[src/rtl/multiplex_arb_pkg.sv]
// Shared transaction-layer definitions: arbitration modes, state codes and
// the channel-index width helper used by the selector/arbiter.
package transaction_pkg;

  localparam int MODE_FIXED = 0;
  localparam int MODE_RR    = 1;

  localparam logic [3:0] ST_RESET  = 4'b0000;
  localparam logic [3:0] ST_IDLE   = 4'b0001;
  localparam logic [3:0] ST_ACTIVE = 4'b0010;
  localparam logic [3:0] ST_DRAIN  = 4'b0100;

  // Width of a channel index; a single-channel build still gets one bit.
  function automatic int ch_idx_w(input int n);
    if (n > 1) begin
      return $clog2(n);
    end else begin
      return 1;
    end
  endfunction

endpackage

[src/rtl/arb_rr_core.sv]
// Combinational request arbiter: fixed priority from index 0, or a
// rotating search that starts at the round-robin pointer.
module arb_rr_core #(
  parameter int NUM_CH = 4,
  parameter int IDX_W  = 2
) (
  input  logic [NUM_CH-1:0] req,
  input  logic [IDX_W-1:0]  ptr,
  input  logic              mode,
  output logic [NUM_CH-1:0] grant,
  output logic [IDX_W-1:0]  idx
);

  logic [IDX_W-1:0] start;
  logic             found;

  // Channel visited at step k of the search, wrapped modulo NUM_CH.
  function automatic int wrap_idx(input int s, input int k, input int n);
    if (s + k >= n) begin
      return s + k - n;
    end else begin
      return s + k;
    end
  endfunction

  assign start = mode ? ptr : '0;

  // First requesting channel in search order wins.
  always_comb begin
    grant = '0;
    idx   = '0;
    found = 1'b0;
    for (int k = 0; k < NUM_CH; k++) begin
      if (!found && req[wrap_idx(int'(start), k, NUM_CH)]) begin
        grant[wrap_idx(int'(start), k, NUM_CH)] = 1'b1;
        idx   = IDX_W'(wrap_idx(int'(start), k, NUM_CH));
        found = 1'b1;
      end else begin
        found = found;
      end
    end
  end

endmodule

[src/rtl/multiplex_arb.sv]
// N-channel valid/ready selector with a single registered output stage,
// fixed-priority or round-robin arbitration, and idle-state flush.
module multiplex_arb
  import transaction_pkg::*;
#(
  parameter int                 NUM_CH     = 4,
  parameter int                 DATA_W     = 12,
  parameter int                 MODE       = 0,
  parameter int                 STATE_W    = 4,
  parameter logic [STATE_W-1:0] IDLE_STATE = ST_IDLE
) (
  input  logic                          clk,
  input  logic                          reset,
  input  logic [STATE_W-1:0]            state,
  input  logic [NUM_CH*DATA_W-1:0]      in_data,
  input  logic [NUM_CH-1:0]             in_valid,
  output logic [NUM_CH-1:0]             in_ready,
  output logic [DATA_W-1:0]             out_data,
  output logic                          out_valid,
  input  logic                          out_ready,
  output logic [ch_idx_w(NUM_CH)-1:0]   out_ch
);

  localparam int IDX_W = ch_idx_w(NUM_CH);

  logic              idle;
  logic              load_en;
  logic              xfer;
  logic              rr_mode;
  logic [NUM_CH-1:0] grant;
  logic [IDX_W-1:0]  gidx;
  logic [IDX_W-1:0]  ptr;
  logic [IDX_W-1:0]  ptr_next;
  logic [DATA_W-1:0] sel_data;

  assign rr_mode = (MODE == MODE_RR) ? 1'b1 : 1'b0;
  assign idle    = (state == IDLE_STATE);
  assign load_en = ~out_valid | out_ready;

  arb_rr_core #(
    .NUM_CH (NUM_CH),
    .IDX_W  (IDX_W)
  ) u_arb (
    .req   (in_valid),
    .ptr   (ptr),
    .mode  (rr_mode),
    .grant (grant),
    .idx   (gidx)
  );

  // Grant is a subset of in_valid, so any ready bit is a transfer.
  assign in_ready = (load_en & ~idle & ~reset) ? grant : '0;
  assign xfer     = |in_ready;
  assign ptr_next = (gidx == IDX_W'(NUM_CH - 1)) ? '0 : gidx + IDX_W'(1);

  // One-hot payload select.
  always_comb begin
    sel_data = '0;
    for (int i = 0; i < NUM_CH; i++) begin
      sel_data = sel_data | ({DATA_W{grant[i]}} & in_data[i*DATA_W +: DATA_W]);
    end
  end

  // Output stage and round-robin pointer; idle overrides handshake.
  always_ff @(posedge clk) begin
    if (reset) begin
      out_data  <= '0;
      out_valid <= 1'b0;
      out_ch    <= '0;
      ptr       <= '0;
    end else if (idle) begin
      out_data  <= '0;
      out_valid <= 1'b0;
      out_ch    <= '0;
    end else if (xfer) begin
      out_data  <= sel_data;
      out_valid <= 1'b1;
      out_ch    <= gidx;
      if (MODE == MODE_RR) begin
        ptr <= ptr_next;
      end else begin
        ptr <= ptr;
      end
    end else if (load_en) begin
      out_valid <= 1'b0;
    end else begin
      out_valid <= out_valid;
    end
  end

endmodule

[config.mk]
export PLATFORM = sky130hd
export DESIGN_NAME = multiplex_arb
export DESIGN_NICKNAME = d
export VERILOG_FILES = /design/src/rtl/multiplex_arb_pkg.sv /design/src/rtl/arb_rr_core.sv /design/src/rtl/multiplex_arb.sv
export SDC_FILE = /design/constraint.sdc
export NUM_CORES = 1
export LEC_CHECK = 0
export CAP_MARGIN = 20
export CORE_UTILIZATION = 61
export DETAILED_ROUTE_END_ITERATION = 6
export DONT_BUFFER_PORTS = 1
export PLACE_DENSITY_LB_ADDON = 0.12
export SYNTH_ARGS = -nofsm -noshare
export SYNTH_HDL_FRONTEND = slang
export SYNTH_SLANG_ARGS = --single-unit
[constraint.sdc]
create_clock -name clk -period 1.8 [get_ports clk]
set_clock_uncertainty 0.2 [all_clocks]
set_input_delay 0.36 -clock clk [delete_from_list [all_inputs] [get_ports clk]]
set_output_delay 0.36 -clock clk [all_outputs]
set_load 0.01 [all_outputs]
==> results.toml <==
[synth]
synth_edf_count = 0
seq_area_frac_synth_pct = 29.1
synth_xor_area_share_pct = 0
synth_area_leader_cell = "dfxtp_1"
synth_top_family_by_area = "compound AO/OA/AOI/OAI gates"
synthSimpleGateAreaFrac_pct = 25.2
synth_nets = 183
ys_async_sr_fraction_pct = 0
synth_top_area_share_pct = 29.1
yosysMostFrequentCell = "a21oi_1"
synthCells = 124
synth-main-ff-cell = "dfxtp_1"
synthesis.area_um2 = 1030
synth_cell_type_count = 25
synth_area_leaders = "dfxtp_1 29%, a21oi_1 13%, a311oi_1 10%"
synth_warnings = 0
synth-seq-cells = 15
synth.area.mux_share_pct = 0
synth_common_cells = "26 x a21oi_1, 15 x dfxtp_1, 13 x nand2_1"
synth_compound_area_share_pct = 36.4
synthAdderAreaFrac_pct = 0
syn_area_per_cell_um2 = 8.31

[global_route]
antenna_found_initial = 0
gr-total-overflow = 0
grt_first_pass_wirelength_mm = 3.80
grt_util_all_layers_pct = 27.1
grt_max_degree = 31
grt_pass1_vias = 857

[sta]
maxSlewViolCount = 0
slew_headroom_pct = 44.6
holdWs_ns = 0.0200
final_hold_viol_count = 0
setup-violations-final = 0
finalWorstSetupSlack_ns = 0.0246
max_freq_mhz = 563
fin_setup_tns_ns = 0
rsz0062_at_grt = "yes"
min_period_ns = 1.78
tightest_slew_ns = 0.828
fin_crit_sh_pct = 98.6

[run]
drv_cap = 0

[final_layout]
area_delta_synth_final_pct = 6.80
stdcell_area_um2 = 1100
instances_no_fill = 137
n_antenna_cell = 0
drive_gt1_share_pct = 18.2
final_nets = 181

[detailed_routing]
ant_nets = 0
drc = 0
drt_pass1_iterations = 4
drtIter0Drc = 12
viasPerCell = 7.08
wire_per_inst_um = 18.5
dr_total_vias = 970
wl_mm = 2.53

[worst_setup_path]
cp_top_family = "simple AND/OR/NAND/NOR gates"
cp.required_ns = 1.24
cp.arrival_ns = 1.22
path_cells = "nor2b_4 -> buf_6 -> nor4b_4"
slowest_stage = "dfxtp_2"
cp-start-kind = "flop"
critical_path_class = "flop to output port"
crit_buf_inv = 1
crit_path_max_incr_delay_ns = 0.36
worst_setup_path_end_kind = "output port"
path_max_fanout = 4

[clock_tree]
h-tree-depth = 1
cts_tree = "done"
cts_root_buf = "clkbuf_4"
cts-hold-fix-buffers = 0
path_clk_slew_ns = 0.10
numClockSinks = 15
clk_latency_ns = 0.29
clk_path_buf_depth = 2
cts_buffers = 3

[placement]
dpl.cell_count = 133
dp_hpwl_mm = 1.91
port_buffers = 0
dpl_cell_area_um2 = 1050
pre_cts_ws_ns = 0.0594
gp_congestion = 0.749

[die]
ios = 78
die-area_um2 = 1860
fp.dieW_um = 43.1
die_h_um = 43.1
start_util_pct = 66.9
core_region_area_um2 = 1540
rows = 14

[pwr]
clock_power_share_pct = 26.7
p_int_uw = 522
p_comb_share_pct = 20.1
worst_ir_drop_vdd_uv = 324
p_sw_share_pct = 30.1
powerDensity_nw_per_um2 = 678
p_leak_nw = 0.350
p_sw_uw = 225
seq_power_share_pct = 53.3

[status]
status = "completed"

[worst_hold_path]
hp-class = "primary input to flop"
layout by cell type (no fill, tap or decap), types with 2 or more instances in the layout:
| cell type | synthesis | layout |
|---|---|---|
| o2bb2ai_1 | 12 | 12 |
| nand3b_1 | 12 | 12 |
| clkbuf_4 | 0 | 3 |
| a311oi_1 | 12 | 12 |
| nand2_1 | 13 | 13 |
| a21oi_1 | 26 | 26 |
| nor4b_4 | 1 | 2 |
| dfxtp_1 | 15 | 14 |
| buf_4 | 0 | 5 |
| nor2_1 | 3 | 3 |
through the flow:
step                      utilization [%]  power (mW)
final                                71.4       0.747
after global routing                 71.4       0.775
after floorplan                         -       0.538
after detailed placement             68.3       0.550
after CTS                            71.4       0.744
after global placement               68.3       0.546
power groups by stage:
stage | sequential [mW] | clock [mW] | combinational, mW
floorplan | 0.400 | 0 | 0.138
global placement | 0.405 | 0 | 0.141
detailed placement | 0.405 | 0 | 0.145
CTS | 0.398 | 0.196 | 0.150
global route | 0.401 | 0.209 | 0.166
finish | 0.398 | 0.199 | 0.150
area by class of cell:
| type | count | area (um2) |
|---|---|---|
| Multi-Input combinational cell | 94 | 679 |
| Inverter | 1 | 3.75 |
| Sequential cell | 15 | 302 |
| Fill cell | 130 | 440 |
| Clock buffer | 3 | 22.5 |
| Clock inverter | 1 | 5.00 |
| Timing Repair Buffer | 7 | 68.8 |
| Tap cell | 16 | 20.0 |
cells by family after synthesis:
logic type / count (synthesis)
compound gates: 55
simple gates: 39
flops: 15
buf+inv: 15
repair_timing:
item | in CTS | in global routing
setup buffers | 0 | 0
pin swaps | 1 | 1
setup endpoints to repair | 1 | 2
resized for setup | 5 | 0
flip-flops by register name, indices dropped and copies added (netlist names):
name       flops
out_data      12
out_ch         2
out_valid      1
worst paths after layout:
path	slack, ns	depth (start not counted)	end	from
worst max-delay path	0.02	3	in_ready[1]	out_valid$_SDFFE_PP0P_
worst min-delay path	0.02	2	out_data[1]$_SDFFE_PP0P_	in_data[37]
worst max register to register	0.08	3	out_data[10]$_SDFFE_PP0P_	out_valid$_SDFFE_PP0P_
worst min register to register	0.35	2	out_ch[1]$_SDFFE_PP0P_	out_ch[1]$_SDFFE_PP0P_
metal layers:
| layer | vias up | share of wire (%) | track usage [%] |
|---|---|---|---|
| li1 | 472 | - | - |
| met1 | 441 | 43 | 33.9 |
| met2 | 55 | 46 | 43.6 |
| met3 | 2 | 9.7 | 8.09 |
| met4 | 0 | 0.59 | 9.70 |
| met5 | - | 0 | 0 |
Power figures use the tool's default switching activity.
